`config.mk`:
```
export PLATFORM = sky130hd
export DESIGN_NAME = xarb_wrr_flat
export DESIGN_NICKNAME = d
export VERILOG_FILES = /design/src/rtl/xarb_wrr_if.sv /design/src/rtl/xarb_wrr.sv /design/src/flat_wrapper.sv
export SDC_FILE = /design/constraint.sdc
export NUM_CORES = 1
export LEC_CHECK = 0
export CAP_MARGIN = 20
export CELL_PAD_IN_SITES_DETAIL_PLACEMENT = 1
export CELL_PAD_IN_SITES_GLOBAL_PLACEMENT = 2
export CORE_MARGIN = 4
export CORE_UTILIZATION = 30
export CTS_CLUSTER_SIZE = 24
export DETAILED_ROUTE_END_ITERATION = 8
export PLACE_DENSITY = 0.85
export SLEW_MARGIN = 0
export SYNTH_ARGS = -nofsm -noshare
export SYNTH_HDL_FRONTEND = slang
export SYNTH_SLANG_ARGS = --single-unit
export TNS_END_PERCENT = 5
```
`constraint.sdc`:
```
create_clock -name clk -period 5.7 [get_ports clk]
set_input_delay 1.14 -clock clk [delete_from_list [all_inputs] [get_ports clk]]
set_output_delay 1.14 -clock clk [all_outputs]
set_load 0.1 [all_outputs]
```
`src/rtl/xarb_wrr_if.sv`:
```
// xarb_wrr_if: requester-side bundle of the weighted round-robin arbiter.
//
//   en      downstream accept; a beat transfers when en and |gnt are both 1
//   req     per-requester request, held for the whole packet
//   last    per-requester end-of-packet marker, qualified by its grant
//   weight  packed packet quanta, requester i at weight[WW*i +: WW]
//   gnt     one-hot grant (zero when nothing is granted)
//   gnt_id  binary index of the asserted gnt bit, 0 when gnt is 0
//   busy    high while a multi-beat packet holds the lock
//
// master: the requester/port side.  slave: the arbiter.
interface xarb_wrr_if #(
    parameter int N  = 8,
    parameter int WW = 4
);
    localparam int IW = $clog2(N);

    logic            en;
    logic [N-1:0]    req;
    logic [N-1:0]    last;
    logic [N*WW-1:0] weight;
    logic [N-1:0]    gnt;
    logic [IW-1:0]   gnt_id;
    logic            busy;

    modport master (
        output en, req, last, weight,
        input  gnt, gnt_id, busy
    );

    modport slave (
        input  en, req, last, weight,
        output gnt, gnt_id, busy
    );
endinterface

```
`src/rtl/xarb_wrr.sv`:
```
// xarb_wrr: weighted round-robin arbiter with packet lock.
//
// N requesters compete for one output. Each winner may send up to its
// programmed weight of consecutive packets before priority rotates past it.
// A multi-beat packet keeps the grant from its first beat through its last
// beat; other requesters are ignored while the lock is held.
//
// Ports:
//   clk   rising-edge clock
//   rstn  asynchronous, active-low reset
//   bus   xarb_wrr_if slave modport (en/req/last/weight in, gnt/gnt_id/busy out)
//
// gnt and gnt_id are combinational from req, en and the current state;
// last only influences the next state. busy is the registered lock flag.
module xarb_wrr #(
    parameter int N  = 8,
    parameter int WW = 4
) (
    input  logic    clk,
    input  logic    rstn,
    xarb_wrr_if.slave bus
);
    localparam int IW = $clog2(N);

    typedef enum logic {
        ST_IDLE   = 1'b0,
        ST_LOCKED = 1'b1
    } state_e;

    state_e        state, state_n;
    logic [IW-1:0] ptr, ptr_n;
    logic [IW-1:0] owner, owner_n;
    logic [WW-1:0] cnt, cnt_n;

    logic [WW-1:0] wt [N];
    logic [IW-1:0] win;
    logic [IW-1:0] cur_w;
    logic [WW-1:0] fresh;
    logic [WW-1:0] credit;
    logic [WW-1:0] credit_left;
    logic          grant_ok;
    logic          beat;
    logic [N-1:0]  gnt_oh;

    // Unpack the weight bus so the winner's quantum can be indexed directly.
    always_comb begin
        for (int i = 0; i < N; i++) begin
            wt[i] = bus.weight[WW*i +: WW];
        end
    end

    // Rotating priority search starting at ptr. Scanning from the farthest
    // offset down lets the nearest requester overwrite, so no early exit is
    // needed.
    always_comb begin
        win = ptr;
        for (int k = N - 1; k >= 0; k--) begin
            if (bus.req[(int'(ptr) + k) % N]) begin
                win = IW'((int'(ptr) + k) % N);
            end
        end
    end

    // A weight of 0 is treated as a quantum of 1.
    assign fresh = (wt[win] == '0) ? WW'(1) : wt[win];

    // Remaining credit is only reused when the pointer's own requester wins
    // again; any other winner takes a fresh load, so skipped requesters lose
    // their turn.
    always_comb begin
        if (state == ST_LOCKED) begin
            cur_w    = owner;
            credit   = cnt;
            grant_ok = bus.en && bus.req[owner];
        end else begin
            cur_w    = win;
            credit   = (win == ptr && cnt != '0) ? cnt : fresh;
            grant_ok = bus.en && (|bus.req);
        end
    end

    assign credit_left = credit - 1'b1;
    assign beat        = grant_ok;

    always_comb begin
        gnt_oh        = '0;
        gnt_oh[cur_w] = grant_ok;
    end

    assign bus.gnt    = gnt_oh;
    assign bus.gnt_id = grant_ok ? cur_w : '0;
    assign bus.busy   = (state == ST_LOCKED);

    // Next-state logic. A locked non-last beat changes nothing; the packet
    // end update is shared between single-beat packets and locked last beats.
    always_comb begin
        // NOTE: every output of this block gets a default first so no path
        // leaves a signal unassigned and no latch is inferred.
        state_n = state;
        ptr_n   = ptr;
        owner_n = owner;
        cnt_n   = cnt;
        if (beat) begin
            if (bus.last[cur_w]) begin
                state_n = ST_IDLE;
                if (credit_left == '0) begin
                    ptr_n = (cur_w == IW'(N - 1)) ? '0 : cur_w + 1'b1;
                    cnt_n = '0;
                end else begin
                    ptr_n = cur_w;
                    cnt_n = credit_left;
                end
            end else if (state == ST_IDLE) begin
                state_n = ST_LOCKED;
                owner_n = cur_w;
                ptr_n   = cur_w;
                cnt_n   = credit;
            end
        end
    end

    // NOTE: sequential state uses non-blocking assignments so every register
    // samples the pre-edge values regardless of block ordering.
    always_ff @(posedge clk or negedge rstn) begin
        if (!rstn) begin
            state <= ST_IDLE;
            ptr   <= '0;
            owner <= '0;
            cnt   <= '0;
        end else begin
            state <= state_n;
            ptr   <= ptr_n;
            owner <= owner_n;
            cnt   <= cnt_n;
        end
    end

    // Simulation-only: at most one grant bit may be set.
    a_gnt_onehot0 : assert property (@(posedge clk) disable iff (!rstn)
        $onehot0(bus.gnt));

endmodule

```
`src/flat_wrapper.sv`:
```
// flat-port wrapper written by rule: the top's interface ports become plain ports
module xarb_wrr_flat 
#(
    parameter int N  = 8,
    parameter int WW = 4
)
  (clk, rstn, bus_en, bus_req, bus_last, bus_weight, bus_gnt, bus_gnt_id, bus_busy);
  xarb_wrr_if #(.N(N), .WW(WW)) bus_i ();
  input  logic clk;
  input  logic rstn;
  input wire logic [$bits(bus_i.en)-1:0] bus_en;
  input wire logic [$bits(bus_i.req)-1:0] bus_req;
  input wire logic [$bits(bus_i.last)-1:0] bus_last;
  input wire logic [$bits(bus_i.weight)-1:0] bus_weight;
  output wire logic [$bits(bus_i.gnt)-1:0] bus_gnt;
  output wire logic [$bits(bus_i.gnt_id)-1:0] bus_gnt_id;
  output wire logic [$bits(bus_i.busy)-1:0] bus_busy;
  assign bus_i.en = bus_en;
  assign bus_i.req = bus_req;
  assign bus_i.last = bus_last;
  assign bus_i.weight = bus_weight;
  assign bus_gnt = bus_i.gnt;
  assign bus_gnt_id = bus_i.gnt_id;
  assign bus_busy = bus_i.busy;
  xarb_wrr #(.N(N), .WW(WW)) u_core (.clk(clk), .rstn(rstn), .bus(bus_i));
endmodule
```
==> impl_metrics.toml <==
[outcome]
status = "finished, final reports clean"

[synth]
synthXorXnorAreaFrac_pct = 2.885
synth_fa_ha_area_share_pct = 2.289
netlist-cell-type-count = 78
syn_area_sq_um = 2733
synth-compound-area-share_pct = 27.52
synth_edf_count = 0
ys_seq_area_share_pct = 10.07
synthFlopType = "dfrtp_1"
muxShareOfSynthArea_pct = 23.31
avgSynthCellArea_sq_um = 8.085
ys_ff_latch = 11
syn_inst = 338
ys_async_sr_fraction_pct = 100.0
synth-simple-area-share_pct = 25.09
yosys_warnings = 0
synth_nets = 394
synth_top_family_by_area = "compound AO/OA/AOI/OAI gates"

[timing]
rsz0062_at_grt = "true"
hold_violations = 0
slew_headroom_pct = 31.45
finalMaxSlewViolations = 0
period_minus_slack_ps = 5590
fin_crit_sh_pct = 98.07
fmax_ghz = 0.1789
setup_viol = 0
skew_ps = 3.701
tightest_slew_ps = 1028
holdWs_ps = 588.9

[layout]
fin_nets = 487
seqCellArea_sq_um = 275.3
drive_gt1_share_pct = 28.37
antenna_cells = 0
multiInputGateArea_sq_um = 2293
fill_cells = 1054
area_growth_pct = 43.82

[global_route]
grt_pass1_vias = 3133
grt_remaining_overflow = 0
antenna_found_initial = 0
grt_first_pass_wirelength_microns = 15350
grt_max_degree = 25
grtUsageTotal_pct = 17.66

[route]
vias = 2993
drc = 0
ant_nets = 0
first_iter_violations = 168
routed_via_density = 5.563
drt-total-wl_microns = 9510
dr.pass1.iters = 4
wl_per_cell_microns = 17.68

[place]
hpwl_microns = 7644
io_buffers = 62
gp_congestion = 0.9212

[critical_path]
cp_max_fo = 6
startpoint_type = "input pin"
crit_type = "input pin to output pin"
required_ps = 4560
crit_start = "bus_req[4]"
worst_ep_arrival_time_ps = 4450
crit_path_end_kind = "output pin"
r2r_start = "u_core.ptr[1]"

[floorplan]
start_util_pct = 31.03
chipHeight_microns = 103.4
core-area_sq_um = 8806
io_pins = 63
rows = 34
die_x_microns = 103.4
die_area_sq_um = 10700

[clocking]
cts_sinks = 11
htreeDepth = 1
insertion_delay_ps = 240
clk_pin_slew_ps = 50
cts.path.max_buffers = 2
numCtsBuffers = 3
tritoncts = "built"
cts-root-buf = "clkbuf_8"

[min_path]
hp-class = "flip-flop to flip-flop"
hold_start = "u_core.owner[1]"

[run]
cap_violations = 0
area by class of cell:
class                   instances  area share [%]
inverters                       9           1.210
repair buffers                109           28.84
flip-flops and latches         11           7.004
clock buffers                   4           1.146
well taps                     108           3.438
multi-input cells             297           58.36
cell usage in the layout (no fill, tap or decap), drive strengths merged, types with 4 or more instances in the layout:
| cell | count |
|---|---|
| ha | 5 |
| nor3 | 7 |
| o21ai | 13 |
| and2 | 4 |
| dlymetal6s2s | 5 |
| inv | 7 |
| nand2 | 59 |
| mux2 | 9 |
| a21oi | 18 |
| a2111oi | 4 |
| nor4 | 4 |
| dfrtp | 11 |
| a22oi | 8 |
| o31ai | 4 |
| xnor2 | 7 |
| mux2i | 26 |
| clkdlybuf4s50 | 46 |
| and3 | 5 |
| nand3 | 8 |
| buf | 58 |
| nor2 | 38 |
| a211oi | 11 |
| mux4 | 11 |
| clkbuf | 4 |
| nand2b | 5 |
per-layer routing:
metal  wire length (microns)  vias to the layer above  GRT usage, %
met5                       0                        -             0
met1                    4168                     1470         22.71
met2                    4999                       54         32.25
li1                        -                     1463             -
met4                      70                        0         2.291
met3                     271                        6         2.213
metrics by stage:
stage | instances | setup TNS [ps] | worst slack [ps] | util (%) | cell area (sq um)
floorplan | 338 | -3436 | -768.6 | - | 2733
global placement | 531 | -53.92 | -48.72 | 42.55 | 3747
detailed placement | 531 | -418.9 | -156.2 | 42.55 | 3747
CTS | 535 | 0 | 11.60 | 43.07 | 3792
global route | 538 | -69.66 | -68.63 | 44.63 | 3930
finish | 538 | 0 | 110.3 | 44.63 | 3930
repair_timing:
action                                  CTS  global route
pin swaps                                 1             3
hold buffers                              0             0
resized for setup                         0            24
buffers inserted                          0             3
endpoints found under the setup margin    3            12
path summary, 6_finish.rpt:
| kind | slack, ps | to | cells past startpoint |
|---|---|---|---|
| setup / recovery | 110 | bus_gnt[4] | 13 |
| hold / removal | 590 | u_core.owner[1] | 2 |
| setup reg to reg | 620 | u_core.ptr[1] | 22 |
| hold reg to reg | 590 | u_core.owner[1] | 2 |
| max in group asynchronous | 4090 | u_core.ptr[0] | 1 |
| min in group asynchronous | 1250 | u_core.bus.busy | 1 |
synthesized netlist by cell type (all sizes together) (3+ instances only):
cell | number | area share (%)
dfrtp | 11 | 10
a2111oi | 4 | 2.2
or3 | 3 | 0.69
nor2 | 38 | 5.6
a311oi | 3 | 0.96
o22ai | 3 | 0.92
inv | 7 | 0.96
a21oi | 18 | 3.6
and2 | 4 | 0.92
a31oi | 3 | 0.69
mux2 | 9 | 3.8
nor3 | 7 | 1.3
mux4 | 11 | 9.2
buf | 16 | 5.3
a22oi | 8 | 2.2
clkbuf | 5 | 1.8
a221oi | 3 | 1.2
a21o | 3 | 0.82
xnor2 | 7 | 2.2
mux2i | 26 | 10
o31ai | 4 | 2.6
nor4 | 4 | 1.1
nand3 | 8 | 1.8
nand4 | 3 | 0.69
nand2b | 5 | 1.1
and3 | 5 | 1.3
nand2 | 59 | 8.2
a211oi | 11 | 3.2
o21ai | 13 | 2.4
ha | 5 | 2.3
state kept, by name, summed over array words and instances (netlist names):
signal           cells
u_core.cnt           4
u_core.owner         3
u_core.ptr           3
u_core.bus.busy      1
kinds of logic (layout without fill, tap and decap cells):
family | count (synthesis) | in the layout
adders and majority gates | 5 | 5
DFF | 11 | 11
buffers and inverters | 30 | 122
muxes | 46 | 46
xor gates and xnor gates | 9 | 9
and+or+nand+nor | 144 | 144
AOI/OAI and AO/OA | 93 | 93
critical path, cell delays in order:
cell             delay [ps]
clkdlybuf4s50_1         530
mux4_2                  560
buf_4                   170
mux2i_2                 250
nor4_2                   90
a2111oi_4               350
nand3_2                 180
buf_4                   190
mux2i_1                 130
buf_4                   170
nand2_1                 150
nor3_2                  320
buf_12                  210
Power is not shown: default switching activity piles up to over one toggle a cycle in this logic, so the estimate is an artifact.
